===== src/rtl/rob_buffer.sv =====
// rob_buffer: reorder buffer. Allocates tags in order, accepts out-of-order results, retires in order.
// Define ROB_BYPASS_EN to let the query port see a same-cycle result-bus write.
module rob_buffer #(
  parameter  int WORD     = 32,
  parameter  int DEPTH    = 8,
  parameter  int REG_ADDR = 5,
  localparam int TAG_W    = $clog2(DEPTH)
) (
  input  logic                clk,
  input  logic                reset,
  input  logic                alloc_valid,
  input  logic [REG_ADDR-1:0] alloc_rd,
  input  logic                alloc_wen,
  output logic                alloc_ready,
  output logic [TAG_W-1:0]    alloc_tag,
  input  logic                res_valid,
  input  logic [TAG_W-1:0]    res_tag,
  input  logic [WORD-1:0]     res_data,
  input  logic                res_exc,
  output logic                commit_valid,
  input  logic                commit_ready,
  output logic [TAG_W-1:0]    commit_tag,
  output logic [REG_ADDR-1:0] commit_rd,
  output logic                commit_wen,
  output logic [WORD-1:0]     commit_data,
  output logic                commit_exc,
  input  logic                flush,
  input  logic [TAG_W-1:0]    query_tag,
  output logic                query_ready,
  output logic [WORD-1:0]     query_data,
  output logic [TAG_W:0]      count
);

  localparam logic [TAG_W:0] PTR_ONE  = (TAG_W+1)'(1);
  localparam logic [TAG_W:0] FULL_CNT = (TAG_W+1)'(DEPTH);

  logic [DEPTH-1:0]    valid_q, valid_d;
  logic [DEPTH-1:0]    done_q, done_d;
  logic [DEPTH-1:0]    exc_q, exc_d;
  logic [DEPTH-1:0]    wen_q;
  logic [DEPTH-1:0]    alloc_hit, res_hit, commit_hit;
  logic [REG_ADDR-1:0] rd_q   [DEPTH];
  logic [WORD-1:0]     data_q [DEPTH];

  logic [TAG_W:0]      head_q, head_d, tail_q, tail_d, count_w;
  logic [TAG_W-1:0]    head_idx, tail_idx;
  logic                full, alloc_fire, res_fire, commit_fire;
  logic                head_ready, exc_flush, flush_all;
  logic                stored_ready, bypass_hit;

  assign head_idx = head_q[TAG_W-1:0];
  assign tail_idx = tail_q[TAG_W-1:0];
  // Wrap bits make the pointer difference exact over 0..DEPTH.
  assign count_w  = tail_q - head_q;
  assign full     = (count_w == FULL_CNT);

  assign alloc_ready = reset && !full && !flush;
  assign alloc_tag   = tail_idx;
  assign alloc_fire  = alloc_valid && alloc_ready;

  assign res_fire    = reset && res_valid && valid_q[res_tag] && !done_q[res_tag];

  // A flush input retires nothing, so the head is hidden from the regfile that cycle.
  assign head_ready   = valid_q[head_idx] && done_q[head_idx];
  assign commit_valid = reset && !flush && head_ready;
  assign commit_fire  = commit_valid && commit_ready;
  assign exc_flush    = commit_fire && exc_q[head_idx];
  assign flush_all    = flush || exc_flush;

  assign commit_tag  = reset ? head_idx : '0;
  assign commit_rd   = reset ? rd_q[head_idx] : '0;
  assign commit_data = reset ? data_q[head_idx] : '0;
  assign commit_exc  = reset && exc_q[head_idx];
  assign commit_wen  = reset && wen_q[head_idx] && !exc_q[head_idx];
  assign count       = reset ? count_w : '0;

  genvar gi;
  generate
    for (gi = 0; gi < DEPTH; gi++) begin : g_entry
      assign alloc_hit[gi]  = alloc_fire  && (tail_idx == TAG_W'(gi));
      assign res_hit[gi]    = res_fire    && (res_tag  == TAG_W'(gi));
      assign commit_hit[gi] = commit_fire && (head_idx == TAG_W'(gi));

      assign valid_d[gi] = !flush_all && (alloc_hit[gi] || (valid_q[gi] && !commit_hit[gi]));
      assign done_d[gi]  = !flush_all && !alloc_hit[gi] && (done_q[gi] || res_hit[gi]);
      assign exc_d[gi]   = !flush_all && !alloc_hit[gi] && (res_hit[gi] ? res_exc : exc_q[gi]);
    end
  endgenerate

  always_comb begin
    head_d = head_q;
    tail_d = tail_q;
    if (flush_all) begin
      head_d = '0;
      tail_d = '0;
    end else begin
      if (alloc_fire)  tail_d = tail_q + PTR_ONE;
      if (commit_fire) head_d = head_q + PTR_ONE;
    end
  end

  always_ff @(posedge clk) begin
    if (!reset) begin
      valid_q <= '0;
      done_q  <= '0;
      exc_q   <= '0;
      head_q  <= '0;
      tail_q  <= '0;
    end else begin
      valid_q <= valid_d;
      done_q  <= done_d;
      exc_q   <= exc_d;
      head_q  <= head_d;
      tail_q  <= tail_d;
    end
  end

  // Payload is qualified by the status bits, so it needs no reset.
  always_ff @(posedge clk) begin
    for (int i = 0; i < DEPTH; i++) begin
      if (alloc_hit[i]) begin
        rd_q[i]  <= alloc_rd;
        wen_q[i] <= alloc_wen;
      end
      if (res_hit[i]) begin
        data_q[i] <= res_data;
      end
    end
  end

  assign stored_ready = valid_q[query_tag] && done_q[query_tag];

`ifdef ROB_BYPASS_EN
  assign bypass_hit = res_valid && (res_tag == query_tag) &&
                      valid_q[query_tag] && !done_q[query_tag];
`else
  assign bypass_hit = 1'b0;
`endif

  assign query_ready = reset && (stored_ready || bypass_hit);
  assign query_data  = (reset && stored_ready) ? data_q[query_tag] :
                       (reset && bypass_hit)   ? res_data : '0;

endmodule

===== config.mk =====
export PLATFORM = sky130hd
export DESIGN_NAME = rob_buffer
export DESIGN_NICKNAME = d
export VERILOG_FILES = /design/src/rtl/rob_buffer.sv
export SDC_FILE = /design/constraint.sdc
export NUM_CORES = 1
export LEC_CHECK = 0
export ABC_CLOCK_PERIOD_IN_PS = 10970
export CAP_MARGIN = 15
export CORE_MARGIN = 4
export CORE_UTILIZATION = 45
export CTS_CLUSTER_SIZE = 25
export DETAILED_ROUTE_END_ITERATION = 12
export GPL_ROUTABILITY_DRIVEN = 1
export MAX_ROUTING_LAYER = met4
export PLACE_DENSITY = 0.75
export SETUP_SLACK_MARGIN = 0.5
export SLEW_MARGIN = 20
export SYNTH_ARGS = -nofsm -noshare
export SYNTH_HDL_FRONTEND = slang
export SYNTH_SLANG_ARGS = --single-unit

===== constraint.sdc =====
create_clock -name clk -period 10.97 [get_ports clk]
set_input_delay 3.291 -clock clk [delete_from_list [all_inputs] [get_ports clk]]
set_output_delay 3.291 -clock clk [all_outputs]
set_load 0.005 [all_outputs]

==> impl_metrics.toml <==
[global_route]
grt_pass1_vias = 9250
grt_max_degree = 55
antenna_found_initial = 2
grt_pass1_wl_mm = 55.0
grt_overflow = 0
grt_usage_pct = 19.6

[routing]
wl_per_cell_um = 24.3
num_vias = 8598
first_iter_violations = 742
first_pass_iters = 6
drc = 0
via_per_inst = 5.82
wl_mm = 35.9
ant_nets = 0

[setup_path]
worstPathMaxFanout = 46
arrival_ns = 6.07
worstSetupPathType = "input pin to output pin"
path_cells = "buf_4, and3b_1, a311oi_1, a311oi_1, o21ai_4, buf_4, nor2_1, clkdlybuf4s50_1"
worst_path_max_delay_cell = "buf_4"
required_ns = 7.68
setup.worst_path.start_class = "input pin"
cp-end-kind = "output pin"
slowest_delay_ns = 0.62

[die]
die_w_um = 193
die_area_sq_mm = 0.0374
row_count = 67
start_util_pct = 45.9
core_region_area_sq_mm = 0.0337
fp.dieH_um = 193
io_pins = 135

[synthesis]
synth-simple-area-share_pct = 4.73
synthCells = 873
ys_seq_area_share_pct = 63.6
async_flop_share_pct = 0
synth-compound-area-share_pct = 2.05
synth.avg_cell_area_sq_um = 17.7
synth_top_family_by_area = "multiplexers"
synth.area.mux_share_pct = 25.8
synth-xor-area-share_pct = 0.170
syn_area_sq_mm = 0.0155
synth_seq_cells = 339
synth_edf_count = 304
synth_nets = 940
ys_types = 44
yosys_warnings = 0
synth-adder-area-share_pct = 1.34
ys.flop_type = "edfxtp_1"

[timing]
setup_viol_count_final = 0
period_share_pct = 85.3
min_period_ns = 9.36
finalHoldViolations = 0
max-slew-margin-rel_pct = 27.4
slew_viol_final = 0
rsz0062_at_grt = "false"
fin_ws_ns = 1.61
max_freq_ghz = 0.107
finalClockSkew_ns = 0.0171
fin_tns_setup_ns = 0
max_slew.worst_pin.slew_ns = 1.09

[clock_tree]
clockBufferDepth = 3
cts_made_buffers = 36
cts_setup_buffers = 0
clkTransAtPathRegs_ns = 0.06
postCtsHoldBufs = 0
cts.sinks = 339
cts-resized-gates = 0
htree_levels = 2
insertion_delay_ns = 0.51
root_buffer = "clkbuf_16"
cts_tree = "done"

[finish]
instances_no_fill = 1477
utilization_pct = 54.7
nNetsFinal = 1070
layout-drive-gt1-share_pct = 22.7
area_delta_synth_final_pct = 19.3
final_area_sq_mm = 0.0184

[place]
dpl.hpwl_mm = 21.5
dp_slack_ns = 1.58
port-buffer-count = 134
place_congestion = 0.834
placement.cell_area_sq_mm = 0.0173
placedCellCount = 1413

[worst_hold_path]
hp-class = "register to register"

[power]
ir_drop_uv = 97.6
power_density_mw_per_mm2 = 147
p_leak_uw = 0.00579

[run_status]
status = "finished, final reports clean"

[job]
maxCapViolations = 0
-- flip-flops by register name (all words and copies together) (netlist names), named ones only --
register and flops:
data_q 256, rd_q 40, done_q 8, exc_q 8, valid_q 8, wen_q 8, head_q 4, tail_q 4
-- worst paths after layout --
check | start | cells past startpoint | slack [ns] | to
worst min register to register | done_q[6] | 2 | 0.51 | done_q[6]
worst min-delay path | done_q[6] | 2 | 0.51 | done_q[6]
worst max register to register | head_q[0] | 6 | 7.94 | rd_q[4][3]
worst max-delay path | query_tag[0] | 8 | 1.61 | query_data[0]
-- report_power, final --
part	total, uW	switching (uW)	internal [uW]
sequential	1410	0.754	1410
clock	1180	473	708
combinational	124	63.2	60.7
total	2710	537	2170
-- cells by family after synthesis --
| group | count (synthesis) |
|---|---|
| AO/OA/AOI/OAI | 48 |
| XOR/XNOR | 3 |
| buffers and inverters | 81 |
| flip-flops | 339 |
| AND/OR/NAND/NOR | 165 |
| multiplexers | 221 |
| adder cells (fa/ha/maj) | 16 |
-- critical path: cells and delay by family --
kind | cells | cell delay [ns]
buffers and inverters | 3 | 1.46
AND/OR/NAND/NOR | 2 | 0.36
AO/OA/AOI/OAI | 3 | 0.85
-- cell usage after synthesis, drive strengths merged (2+ instances only) --
library cell  instances  area share [%]
o21ai                 6            0.19
and3b                 2            0.11
mux2i                78             5.1
clkbuf               27            0.66
nand2                15            0.36
xor2                  2            0.11
and3                  3            0.12
a311oi                2            0.11
dfxtp                35             4.5
ha                   15             1.2
nand4                 4            0.16
o41ai                 6            0.34
nand3b                5            0.24
buf                  31             1.1
nor2                 93             2.3
mux4                142              21
inv                  23            0.56
a211oi                3            0.15
a21oi                18            0.58
a31oi                 6            0.24
edfxtp              304              59
nor3                 16            0.52
nor2b                 3            0.12
o311ai                2            0.11
nand3                19            0.61
-- metal layers --
layer,GRT usage (%),wire [um],part of all wire (%)
met1,25.3,14500,40
met3,2.82,2110,5.9
met4,4.38,738,2.1
met2,33.4,18500,52
met5,-,0,0
-- cells in the final DEF (no fill, tap or decap), types with 3 or more instances in the layout --
master / Yosys / routed
clkdlybuf4s50_1: 0 / 131
a31oi_1: 6 / 6
a21oi_1: 18 / 18
mux2i_1: 77 / 77
a211oi_1: 3 / 3
clkinv_1: 0 / 7
o21ai_0: 4 / 4
nor3_1: 16 / 16
clkinv_2: 0 / 8
nand4_1: 4 / 4
o41ai_1: 6 / 6
and3_1: 3 / 3
nor2_1: 93 / 85
edfxtp_1: 304 / 304
mux4_2: 142 / 142
nand2_1: 15 / 15
nand3b_1: 5 / 5
ha_1: 15 / 15
nor2b_1: 3 / 3
bufinv_16: 0 / 4
inv_2: 3 / 3
nor2_4: 0 / 8
dfxtp_1: 35 / 32
inv_1: 20 / 20
clkbuf_16: 0 / 37
nand3_1: 19 / 19
buf_4: 6 / 18
-- cell type report --
class,instances,area [sq um]
antenna,2,5.00
clock buffer,39,933
clock inverter,23,219
fill,2679,15300
inverter,23,86.3
multi-input combinational,453,5350
sequential,339,9840
tap,448,561
timing repair buffer,150,1450
-- through the flow --
step	power, uW	hold WS, ns
after floorplan	1490	0.445
after global placement	1560	0.489
after detailed placement	1560	0.503
after CTS	2740	0.512
after global routing	2800	0.530
final	2710	0.508
No activity file was read; power rests on OpenSTA's default activity.
